### src/rtl/bus_pkg.sv
// bus_pkg -- shared definitions for the CPU-to-device bus bridge.
//
// Contents:
//   state_t   : bridge FSM states (IDLE, ACCESS, RESP, ERR)
//   DEF_BASE  : default address of device slot 0
//   DEF_SPAN  : default bytes per device slot
//   WSEL_HI/LO: address bit range forming the device word select (ADD_O)
//   WSEL_W    : width of the word select
package bus_pkg;

  typedef enum logic [1:0] {
    ST_IDLE   = 2'd0,
    ST_ACCESS = 2'd1,
    ST_RESP   = 2'd2,
    ST_ERR    = 2'd3
  } state_t;

  localparam logic [31:0] DEF_BASE = 32'h0000_7F00;
  localparam int          DEF_SPAN = 16;

  localparam int WSEL_HI = 3;
  localparam int WSEL_LO = 2;
  localparam int WSEL_W  = WSEL_HI - WSEL_LO + 1;

endpackage

### src/rtl/bus_bridge_if.sv
// bus_bridge_if -- CPU-side and device-side bus signals of the bridge.
//
// Parameter:
//   NDEV : number of device slots
// CPU side:
//   cpu_req, cpu_we, cpu_addr, cpu_wdata  (CPU -> bridge)
//   cpu_rdata, cpu_ack, cpu_err, err_addr (bridge -> CPU)
// Device side:
//   ADD_O, DAT_O, STB_O, WE_O             (bridge -> devices)
//   DAT_I                                 (devices -> bridge, slot i at [32i+31:32i])
// Modports:
//   slave  : the bridge's view
//   master : the CPU / device-model view
interface bus_bridge_if
  import bus_pkg::*;
#(
  parameter int NDEV = 4
) ();

  logic                   cpu_req;
  logic                   cpu_we;
  logic [31:0]            cpu_addr;
  logic [31:0]            cpu_wdata;
  logic [31:0]            cpu_rdata;
  logic                   cpu_ack;
  logic                   cpu_err;
  logic [31:0]            err_addr;

  logic [WSEL_W-1:0]      ADD_O;
  logic [31:0]            DAT_O;
  logic [NDEV-1:0]        STB_O;
  logic [NDEV-1:0]        WE_O;
  logic [32*NDEV-1:0]     DAT_I;

  modport slave (
    input  cpu_req, cpu_we, cpu_addr, cpu_wdata, DAT_I,
    output cpu_rdata, cpu_ack, cpu_err, err_addr,
    output ADD_O, DAT_O, STB_O, WE_O
  );

  modport master (
    output cpu_req, cpu_we, cpu_addr, cpu_wdata, DAT_I,
    input  cpu_rdata, cpu_ack, cpu_err, err_addr,
    input  ADD_O, DAT_O, STB_O, WE_O
  );

endinterface

### src/rtl/irq_sync.sv
// irq_sync -- per-bit register chain conditioning device interrupt lines.
//
// Parameters:
//   WIDTH  : number of interrupt lines
//   STAGES : number of flops in the chain (output latency in cycles, >= 1)
// Ports:
//   CLK_I  : clock, rising edge
//   RST_I  : asynchronous active-high reset, clears every stage
//   i_irq  : raw interrupt lines
//   o_irq  : conditioned interrupt lines
module irq_sync #(
  parameter int WIDTH  = 1,
  parameter int STAGES = 2
) (
  input  logic             CLK_I,
  input  logic             RST_I,
  input  logic [WIDTH-1:0] i_irq,
  output logic [WIDTH-1:0] o_irq
);

  logic [WIDTH-1:0] r_stage [STAGES];

  always_ff @(posedge CLK_I or posedge RST_I) begin
    if (RST_I) begin
      for (int s = 0; s < STAGES; s++) begin
        r_stage[s] <= '0;
      end
    end else begin
      r_stage[0] <= i_irq;
      for (int s = 1; s < STAGES; s++) begin
        r_stage[s] <= r_stage[s-1];
      end
    end
  end

  assign o_irq = r_stage[STAGES-1];

endmodule

### src/rtl/bus_bridge.sv
// bus_bridge -- single-outstanding CPU to multi-device bridge.
//
// A CPU request sampled in IDLE is decoded against NDEV slots of SPAN bytes
// starting at BASE. Mapped requests strobe one device for one cycle and are
// acknowledged the cycle after; unmapped or misaligned requests skip the
// strobe and are answered with cpu_err, recording the faulting address.
//
// Parameters:
//   NDEV : number of device slots
//   BASE : address of slot 0
//   SPAN : bytes per slot
// Ports:
//   CLK_I   : clock, rising edge
//   RST_I   : asynchronous active-high reset
//   bus     : bus_bridge_if.slave (CPU handshake + device bus)
//   IRQ_I   : device interrupt lines, active-high level
//   HWINT_O : conditioned interrupt lines to the CPU
// Configuration macro:
//   BRIDGE_IRQ_SYNC_EN : when defined, interrupts pass a two-flop
//                        synchronizer; otherwise a single register stage.
module bus_bridge
  import bus_pkg::*;
#(
  parameter int          NDEV = 4,
  parameter logic [31:0] BASE = DEF_BASE,
  parameter int          SPAN = DEF_SPAN
) (
  input  logic            CLK_I,
  input  logic            RST_I,
  bus_bridge_if.slave     bus,
  input  logic [NDEV-1:0] IRQ_I,
  output logic [NDEV-1:0] HWINT_O
);

  state_t          r_state;
  state_t          w_nextState;

  logic [31:0]     r_addr;
  logic [31:0]     r_wdata;
  logic            r_we;
  logic [NDEV-1:0] r_sel;

  logic [31:0]     w_off;
  logic [31:0]     w_slotIdx;
  logic            w_mapped;
  logic [NDEV-1:0] w_sel;
  logic [31:0]     w_rdSlice;

  logic            r_ack;
  logic            r_err;
  logic [31:0]     r_rdata;
  logic [31:0]     r_errAddr;

  // Address decode. The lower-bound compare guards against the subtraction
  // wrapping for addresses below BASE.
  always_comb begin
    w_off     = bus.cpu_addr - BASE;
    w_slotIdx = w_off / 32'(SPAN);
    w_mapped  = (bus.cpu_addr >= BASE) &&
                (w_off < 32'(NDEV * SPAN)) &&
                (bus.cpu_addr[1:0] == 2'b00);
    w_sel = '0;
    for (int i = 0; i < NDEV; i++) begin
      w_sel[i] = w_mapped && (w_slotIdx == 32'(i));
    end
  end

  // Request capture; the decoded slot is held one-hot for the access cycle.
  always_ff @(posedge CLK_I or posedge RST_I) begin
    if (RST_I) begin
      r_addr  <= '0;
      r_wdata <= '0;
      r_we    <= 1'b0;
      r_sel   <= '0;
    end else if (r_state == ST_IDLE && bus.cpu_req) begin
      r_addr  <= bus.cpu_addr;
      r_wdata <= bus.cpu_wdata;
      r_we    <= bus.cpu_we;
      r_sel   <= w_sel;
    end
  end

  always_ff @(posedge CLK_I or posedge RST_I) begin
    if (RST_I) begin
      r_state <= ST_IDLE;
    end else begin
      r_state <= w_nextState;
    end
  end

  always_comb begin
    w_nextState = r_state;
    unique case (r_state)
      ST_IDLE:   if (bus.cpu_req) w_nextState = w_mapped ? ST_ACCESS : ST_ERR;
      ST_ACCESS: w_nextState = ST_RESP;
      ST_RESP:   w_nextState = ST_IDLE;
      ST_ERR:    w_nextState = ST_IDLE;
      default:   w_nextState = ST_IDLE;
    endcase
  end

  // Strobes decode straight from the state register so an asynchronous
  // reset drops them immediately.
  always_comb begin
    bus.STB_O = '0;
    bus.WE_O  = '0;
    bus.DAT_O = r_wdata;
    bus.ADD_O = r_addr[WSEL_HI:WSEL_LO];
    if (r_state == ST_ACCESS) begin
      bus.STB_O = r_sel;
      if (r_we) begin
        bus.WE_O = r_sel;
      end
    end
  end

  always_comb begin
    w_rdSlice = '0;
    for (int i = 0; i < NDEV; i++) begin
      if (r_sel[i]) begin
        w_rdSlice = w_rdSlice | bus.DAT_I[32*i +: 32];
      end
    end
  end

  // Responses are registered from the state that produces them: ack is
  // loaded at the end of ACCESS and is therefore high during RESP; err and
  // err_addr are loaded at the end of ERR. Both land two cycles after the
  // request was sampled, and only one state can load them at a time.
  always_ff @(posedge CLK_I or posedge RST_I) begin
    if (RST_I) begin
      r_ack     <= 1'b0;
      r_err     <= 1'b0;
      r_rdata   <= '0;
      r_errAddr <= '0;
    end else begin
      r_ack <= (r_state == ST_ACCESS);
      r_err <= (r_state == ST_ERR);
      if (r_state == ST_ACCESS && !r_we) begin
        r_rdata <= w_rdSlice;
      end
      if (r_state == ST_ERR) begin
        r_errAddr <= r_addr;
      end
    end
  end

  assign bus.cpu_ack   = r_ack;
  assign bus.cpu_err   = r_err;
  assign bus.cpu_rdata = r_rdata;
  assign bus.err_addr  = r_errAddr;

`ifdef BRIDGE_IRQ_SYNC_EN
  localparam int IRQ_STAGES = 2;
`else
  localparam int IRQ_STAGES = 1;
`endif

  irq_sync #(
    .WIDTH  (NDEV),
    .STAGES (IRQ_STAGES)
  ) u_irqSync (
    .CLK_I (CLK_I),
    .RST_I (RST_I),
    .i_irq (IRQ_I),
    .o_irq (HWINT_O)
  );

endmodule

### src/flat_wrapper.sv
// flat-port wrapper written by rule: the top's interface ports become plain ports
module bus_bridge_flat import bus_pkg::*;
#(
  parameter int          NDEV = 4,
  parameter logic [31:0] BASE = DEF_BASE,
  parameter int          SPAN = DEF_SPAN
)
  (CLK_I, RST_I, IRQ_I, HWINT_O, bus_cpu_req, bus_cpu_we, bus_cpu_addr, bus_cpu_wdata, bus_DAT_I, bus_cpu_rdata, bus_cpu_ack, bus_cpu_err, bus_err_addr, bus_ADD_O, bus_DAT_O, bus_STB_O, bus_WE_O);
  bus_bridge_if #(.NDEV(NDEV)) bus_i ();
  input  logic CLK_I;
  input  logic RST_I;
  input  logic [NDEV-1:0] IRQ_I;
  output logic [NDEV-1:0] HWINT_O;
  input wire logic [$bits(bus_i.cpu_req)-1:0] bus_cpu_req;
  input wire logic [$bits(bus_i.cpu_we)-1:0] bus_cpu_we;
  input wire logic [$bits(bus_i.cpu_addr)-1:0] bus_cpu_addr;
  input wire logic [$bits(bus_i.cpu_wdata)-1:0] bus_cpu_wdata;
  input wire logic [$bits(bus_i.DAT_I)-1:0] bus_DAT_I;
  output wire logic [$bits(bus_i.cpu_rdata)-1:0] bus_cpu_rdata;
  output wire logic [$bits(bus_i.cpu_ack)-1:0] bus_cpu_ack;
  output wire logic [$bits(bus_i.cpu_err)-1:0] bus_cpu_err;
  output wire logic [$bits(bus_i.err_addr)-1:0] bus_err_addr;
  output wire logic [$bits(bus_i.ADD_O)-1:0] bus_ADD_O;
  output wire logic [$bits(bus_i.DAT_O)-1:0] bus_DAT_O;
  output wire logic [$bits(bus_i.STB_O)-1:0] bus_STB_O;
  output wire logic [$bits(bus_i.WE_O)-1:0] bus_WE_O;
  assign bus_i.cpu_req = bus_cpu_req;
  assign bus_i.cpu_we = bus_cpu_we;
  assign bus_i.cpu_addr = bus_cpu_addr;
  assign bus_i.cpu_wdata = bus_cpu_wdata;
  assign bus_i.DAT_I = bus_DAT_I;
  assign bus_cpu_rdata = bus_i.cpu_rdata;
  assign bus_cpu_ack = bus_i.cpu_ack;
  assign bus_cpu_err = bus_i.cpu_err;
  assign bus_err_addr = bus_i.err_addr;
  assign bus_ADD_O = bus_i.ADD_O;
  assign bus_DAT_O = bus_i.DAT_O;
  assign bus_STB_O = bus_i.STB_O;
  assign bus_WE_O = bus_i.WE_O;
  bus_bridge #(.NDEV(NDEV), .BASE(BASE), .SPAN(SPAN)) u_core (.CLK_I(CLK_I), .RST_I(RST_I), .bus(bus_i), .IRQ_I(IRQ_I), .HWINT_O(HWINT_O));
endmodule
### config.mk
export PLATFORM = sky130hd
export DESIGN_NAME = bus_bridge_flat
export DESIGN_NICKNAME = d
export VERILOG_FILES = /design/src/rtl/bus_pkg.sv /design/src/rtl/bus_bridge_if.sv /design/src/rtl/irq_sync.sv /design/src/rtl/bus_bridge.sv /design/src/flat_wrapper.sv
export SDC_FILE = /design/constraint.sdc
export NUM_CORES = 1
export LEC_CHECK = 0
export ABC_AREA = 1
export CAP_MARGIN = 20
export CORE_MARGIN = 2
export CORE_UTILIZATION = 41
export CTS_CLUSTER_DIAMETER = 100
export DETAILED_ROUTE_END_ITERATION = 6
export HOLD_SLACK_MARGIN = 0.03
export PLACE_DENSITY = 0.81
export SYNTH_ARGS = -nofsm -noshare
export SYNTH_HDL_FRONTEND = slang
export SYNTH_HIERARCHICAL = 1
export SYNTH_SLANG_ARGS = --single-unit
### constraint.sdc
create_clock -name CLK_I -period 5.2 [get_ports CLK_I]
set_input_delay 1.04 -clock CLK_I [delete_from_list [all_inputs] [get_ports CLK_I]]
set_output_delay 1.04 -clock CLK_I [all_outputs]
set_load 0.03 [all_outputs]
# After elaboration in Yosys (flattened, before gate mapping)
# Index checks and enable logic that the tools add are counted.
# Widths: inputs -> output; s select.
dict set report totals {
  out_inout_bits 112
  reg_bits 141
  word_cells 46
}
dict set report op_classes {
  eq_ne 7
  n_reduce_logical 13
  mux 10
  add_sub_neg 1
  order_cmp 2
  n_bitwise 3
}
# operator count
set ops {}
lappend ops {{$mux 32} 4}
lappend ops {{$or 32x32->32} 3}
lappend ops {{$eq 28x2->1 const B} 2}
lappend ops {{$ge 32x15->1 const B} 1}
lappend ops {{$logic_not 32->1} 1}
lappend ops {{$lt 32x7->1 const B} 1}
lappend ops {{$sub 32x15->32 const B} 1}
lappend ops {{$eq 28x1->1 const B} 1}
lappend ops {{$mux 4} 3}
lappend ops {{$logic_and 1x1->1} 8}
lappend ops {{$pmux 2 s3} 1}
lappend ops {{$eq 2x2->1 const B} 2}
lappend ops {{$logic_not 2->1} 2}
lappend ops {{$mux 2} 2}
lappend ops {{$eq 2x1->1 const B} 1}
lappend ops {{$ne 2x2->1 const B} 1}
lappend ops {{$reduce_or 2->1} 1}
lappend ops {{$logic_not 1->1} 1}

# Longest topological paths before layout
dict set report logic_depth {
  word_depth 7
  ltp_mapped 13
  ltp_nobuf 13
}

# By module
# Netlist, hierarchy kept.
# mod area_per_inst_um2 n_inst cells_per_inst seq_area_each_um2
set modules_own_cells {}
lappend modules_own_cells {bus_bridge 6398.6 1 754 3428.3}
lappend modules_own_cells {irq_sync 103.8 1 5 100.1}

# Worst setup path before layout
# OpenSTA, ideal clock, no wires.
dict set report synth_timing {
  path_kind {register to output}
  start {reg u_core.r_sel[0]}
  end {out bus_WE_O[0]}
  t_required_ps 4160
  setup_slack_ps 2575
  t_arrival_ps 1585
  n_path_buf 2
  stages_incl_launch_ff 5
  path_cell_list {dfrtp_1 clkbuf_1 clkbuf_1 inv_1 nor3_1}
}
dict set report synth_between {
  elab_chain_cells 2
}
# item line
set synth_lines {}
lappend synth_lines {{start, declared} bus_bridge.sv:41} ;# logic [NDEV-1:0] r_sel;
lappend synth_lines {{start signal, assigned} bus_bridge.sv:79} ;# r_sel <= w_sel;
lappend synth_lines {{$mux 4} bus_bridge.sv:111} ;# if (r_we) begin
lappend synth_lines {{$mux 4} bus_bridge.sv:109} ;# if (r_state == ST_ACCESS) begin
lappend synth_lines {{end, declared} flat_wrapper.sv:26} ;# output wire logic [$bits(bus_i.WE_O)-1:0] bus_WE_O;
# No other way between the ends.

# Final worst setup path
dict set report layout_timing {
  start {reg u_core.r_state[1]}
  end {out bus_STB_O[0]}
}
dict set report layout_between {
  elab_chain_cells 2
}
# item line
set layout_lines {}
lappend layout_lines {{start, declared} bus_bridge.sv:35} ;# state_t r_state;
lappend layout_lines {{start signal, assigned} bus_bridge.sv:87} ;# r_state <= w_nextState;
lappend layout_lines {{$eq 2x1->1} bus_bridge.sv:109}
lappend layout_lines {{$mux 4} bus_bridge.sv:109}
lappend layout_lines {{end, declared} flat_wrapper.sv:25} ;# output wire logic [$bits(bus_i.STB_O)-1:0] bus_STB_O;
# No other way between the ends.

==> results.md <==
- Run status: complete, no violations
- Count of filler cells inserted in the layout: 1311
- CTS Hold Buffers Added: 0
- Die Outline Area: between 15000 and 20000 sq um
- Layout overhead on the synthesized area: 59.2%
- Count of nets left with antenna violations after detail routing: 0
- Met3 demand-to-capacity share in global routing: 0.0734
- Fraction of post-synthesis cell area in the top cell type by area: 0.543
- Data arrival, critical path: 2.15 ns
- Relative contribution of sequential cells to total power: 0.358
- Max Buffers Root-to-Sink: 2
- Post-route DRC violation count: 0
- Worst flop-to-flop path startpoint: u_core/r_state[1]$_DFFE_PP0P_
- Final GP Congestion: about 0.88
- Met2 layer usage reported by global route: 0.420
- Synth area leader: dfrtp_1
- Cell variety after synth: 23
- Top cells by area in the synthesized netlist: dfrtp_1 54%, nand2_1 16%, o21ai_0 5.8%
- Via count of the first global-routing pass: around 6100
- Proportion of power drawn by combinational gates: 0.371
- Top FF cell, synth: dfrtp_1
- Post-placement cell count: 1242
- Skew-Pair Late Insertion Delay: roughly 0.42 ns
- Number of detailed-routing iterations run before antenna repair: 5
- Synthesis Warnings: 6
- Class of the tightest hold or removal check: flip-flop to flip-flop
- Post-Route WL: 21.4 mm
- Capturing element type of the critical path: output port
- Sequential element share of the synthesized area: 0.543
- HPWL after detailed placement: 15.4 mm
- Final Instance Count excl. Fillers: 1275
- Core footprint: between 15000 and 20000 sq um
- Summed area of non-filler cells in the final layout: around 10000 sq um
- Total number of placement rows: 46
- Number of post-CTS setup repair buffers: 0
- TritonCTS clock tree: yes
- Post-synthesis cell count: roughly 760
- Synthesized flop and latch total: roughly 140
- Critical Path Start Type: flip-flop
- Input/output buffers: roughly 310
- First-pass GRT wire length: between 30 and 40 mm
- Number of enable-type register cells in the synthesized netlist: 0
- Clock buffers created by TritonCTS: 17
- Final Hold Viols: 0
- Fraction of registers with async set/reset: 1.00
- Placed Area: about 9700 sq um
- Maximum number of pins on one net before global-route repair: 85
- Met1 usage: 0.300
- Slew at the pin closest to its max-slew limit: 0.970 ns
- # nets final: around 1200
- Fmax: between 0.3 and 0.4 GHz
- Height of the die: around 130 um
- Total setup violations reported at the end of the flow: 0
- Initial Utilization: 0.414
- MaxCap Viol Count: 0
- Power dissipated by switching net loads: 1.61 mW
- Clock tree root buffer cell: clkbuf_16
- Setup TNS Final: 0 ns
- Clock network fraction of total power: 0.271
- Clk sinks: about 140
- DR vias/cell: ~5.0
- Clk slew on worst S/H paths: 0.06 ns
- Critical Setup Path Class: flip-flop to output port
- Ant. Diodes: 0
- Fin crit period: about 3.2 ns
- WL per Instance: roughly 17 um
- Largest fanout of any net on the critical path: 72
- Largest clock skew in the final design: between 0.01 and 0.015 ns
- Syn nets: roughly 960
- Worst voltage drop across the vdd grid: 0.000317 V
- Violation count after the first detailed-route iteration: 434
- Total I/O pin count: about 310
- Top post-synthesis cells by count: 273 x nand2_1, 141 x dfrtp_1, 75 x o21ai_0, 46 x clkbuf_1, 42 x inv_1
- Max-slew violation total from the final report: 0
- Layout cell share with drive strength beyond 1: 0.0557
- Static Leak: around 4.6 nW
- Req. time, crit path: 4.16 ns
- Total global-route track usage: 0.247
- Area of the mapped netlist: 6500 sq um
- Number of antenna violations at the first check in global routing: 0
- Min-Delay Startpoint: u_core/r_addr[23]$_DFFE_PP0P_
- Crit share post-route: 0.613
- Slew Limit Headroom: 0.353
- H-tree lvl count: 4
- Total congestion overflow: 0
- Vias: 6412
- Unrepaired setup endpoints after global routing: false
- Cell-internal power: 2.80 mW
- Layer with the highest usage after global routing: met2
- Most frequently used cell type in the post-synthesis netlist: nand2_1
- Setup crit start: u_core/r_state[1]$_DFFE_PP0P_
- Syn avg cell area: between 8 and 9 sq um
- Cts repair resizes: 0
- Total power divided by cell area: 426 nW/um^2
- Switching part of the total power: 0.364
- Width of the die: ~130 um
[final timing paths]
kind | endpoint | slack, ns | cells past startpoint
setup / recovery | bus_STB_O[0] | 2.01 | 5
hold reg to reg | u_core/bus.err_addr[23]$_DFFE_PP0P_ | 0.47 | 2
hold / removal | u_core/bus.err_addr[23]$_DFFE_PP0P_ | 0.47 | 2
setup reg to reg | u_core/r_sel[2]$_DFFE_PP0P_ | 3.28 | 7
max in group asynchronous | u_core/bus.err_addr[5]$_DFFE_PP0P_ | 3.15 | 3
min in group asynchronous | u_core/u_irqSync/o_irq[3]$_DFF_PP0_ | 0.94 | 2
[cell type report]
cell class,instances,area (sq um),area share
clock buffer,19,443,0.0428
clock inverter,13,140,0.0135
inverter,46,178,0.0172
multi-input combinational,519,2590,0.250
sequential,141,3530,0.341
tap,216,270,0.0261
timing repair buffer,321,3200,0.309
[through the flow]
| step | power [mW] | util | worst slack [ns] | hold slack [ns] |
|---|---|---|---|---|
| floorplan | 2.45 | - | 0.492 | 0.442 |
| global placement | 3.19 | 0.620 | 2.09 | 0.450 |
| detailed placement | 3.23 | 0.620 | 2.10 | 0.454 |
| CTS | 4.44 | 0.657 | 1.64 | 0.471 |
| global route | 4.64 | 0.659 | 1.84 | 0.498 |
| finish | 4.41 | 0.659 | 2.01 | 0.474 |
[critical path: stages, from the launching register on]
cell             delay, ns
dfrtp_1               0.40
nor2_1                0.17
inv_2                 0.08
buf_12                0.19
nor2_1                0.18
clkdlybuf4s50_1       0.71
[power groups by stage]
stage	clock network, mW	logic [mW]	registers, mW
after floorplan	0	0.411	2.04
after global placement	0	1.61	1.58
after detailed placement	0	1.64	1.59
after CTS	1.22	1.64	1.58
after global routing	1.26	1.76	1.62
final	1.19	1.64	1.58
[placed cells by master (no fill, tap or decap), types with 14 or more instances in the layout]
cell type        instances
dfrtp_1                141
a221oi_1                32
inv_1                   41
clkbuf_16               17
a22o_1                  32
clkdlybuf4s50_1        311
o31ai_1                 32
nand2_1                272
o21ai_0                 75
nor2_1                  35
nand3_1                 14
[logic make-up (layout without fill, tap and decap cells)]
logic type / Yosys count / in the layout / synth area share
buf+inv: 99 / 399 / 0.0595
flops: 141 / 141 / 0.543
compound gates: 174 / 174 / 0.183
simple gates: 345 / 345 / 0.215
[per-layer routing]
layer | routed length, um | up-vias | share of wire
met2 | 10600 | 275 | 0.49
met1 | 8430 | 2988 | 0.39
met3 | 1940 | 33 | 0.091
met5 | 0 | - | 0
li1 | - | 3116 | -
met4 | 439 | 0 | 0.021
[registers in the layout, indices dropped and copies added, names as in the netlist]
register,flops
u_core/bus.DAT_O,32
u_core/bus.cpu_rdata,32
u_core/bus.err_addr,32
u_core/r_addr,32
u_core/r_sel,4
u_core/u_irqSync/o_irq,4
u_core/r_state,2
u_core/bus.cpu_ack,1
u_core/bus.cpu_err,1
u_core/r_we,1
(Power assumes the default switching activity.)
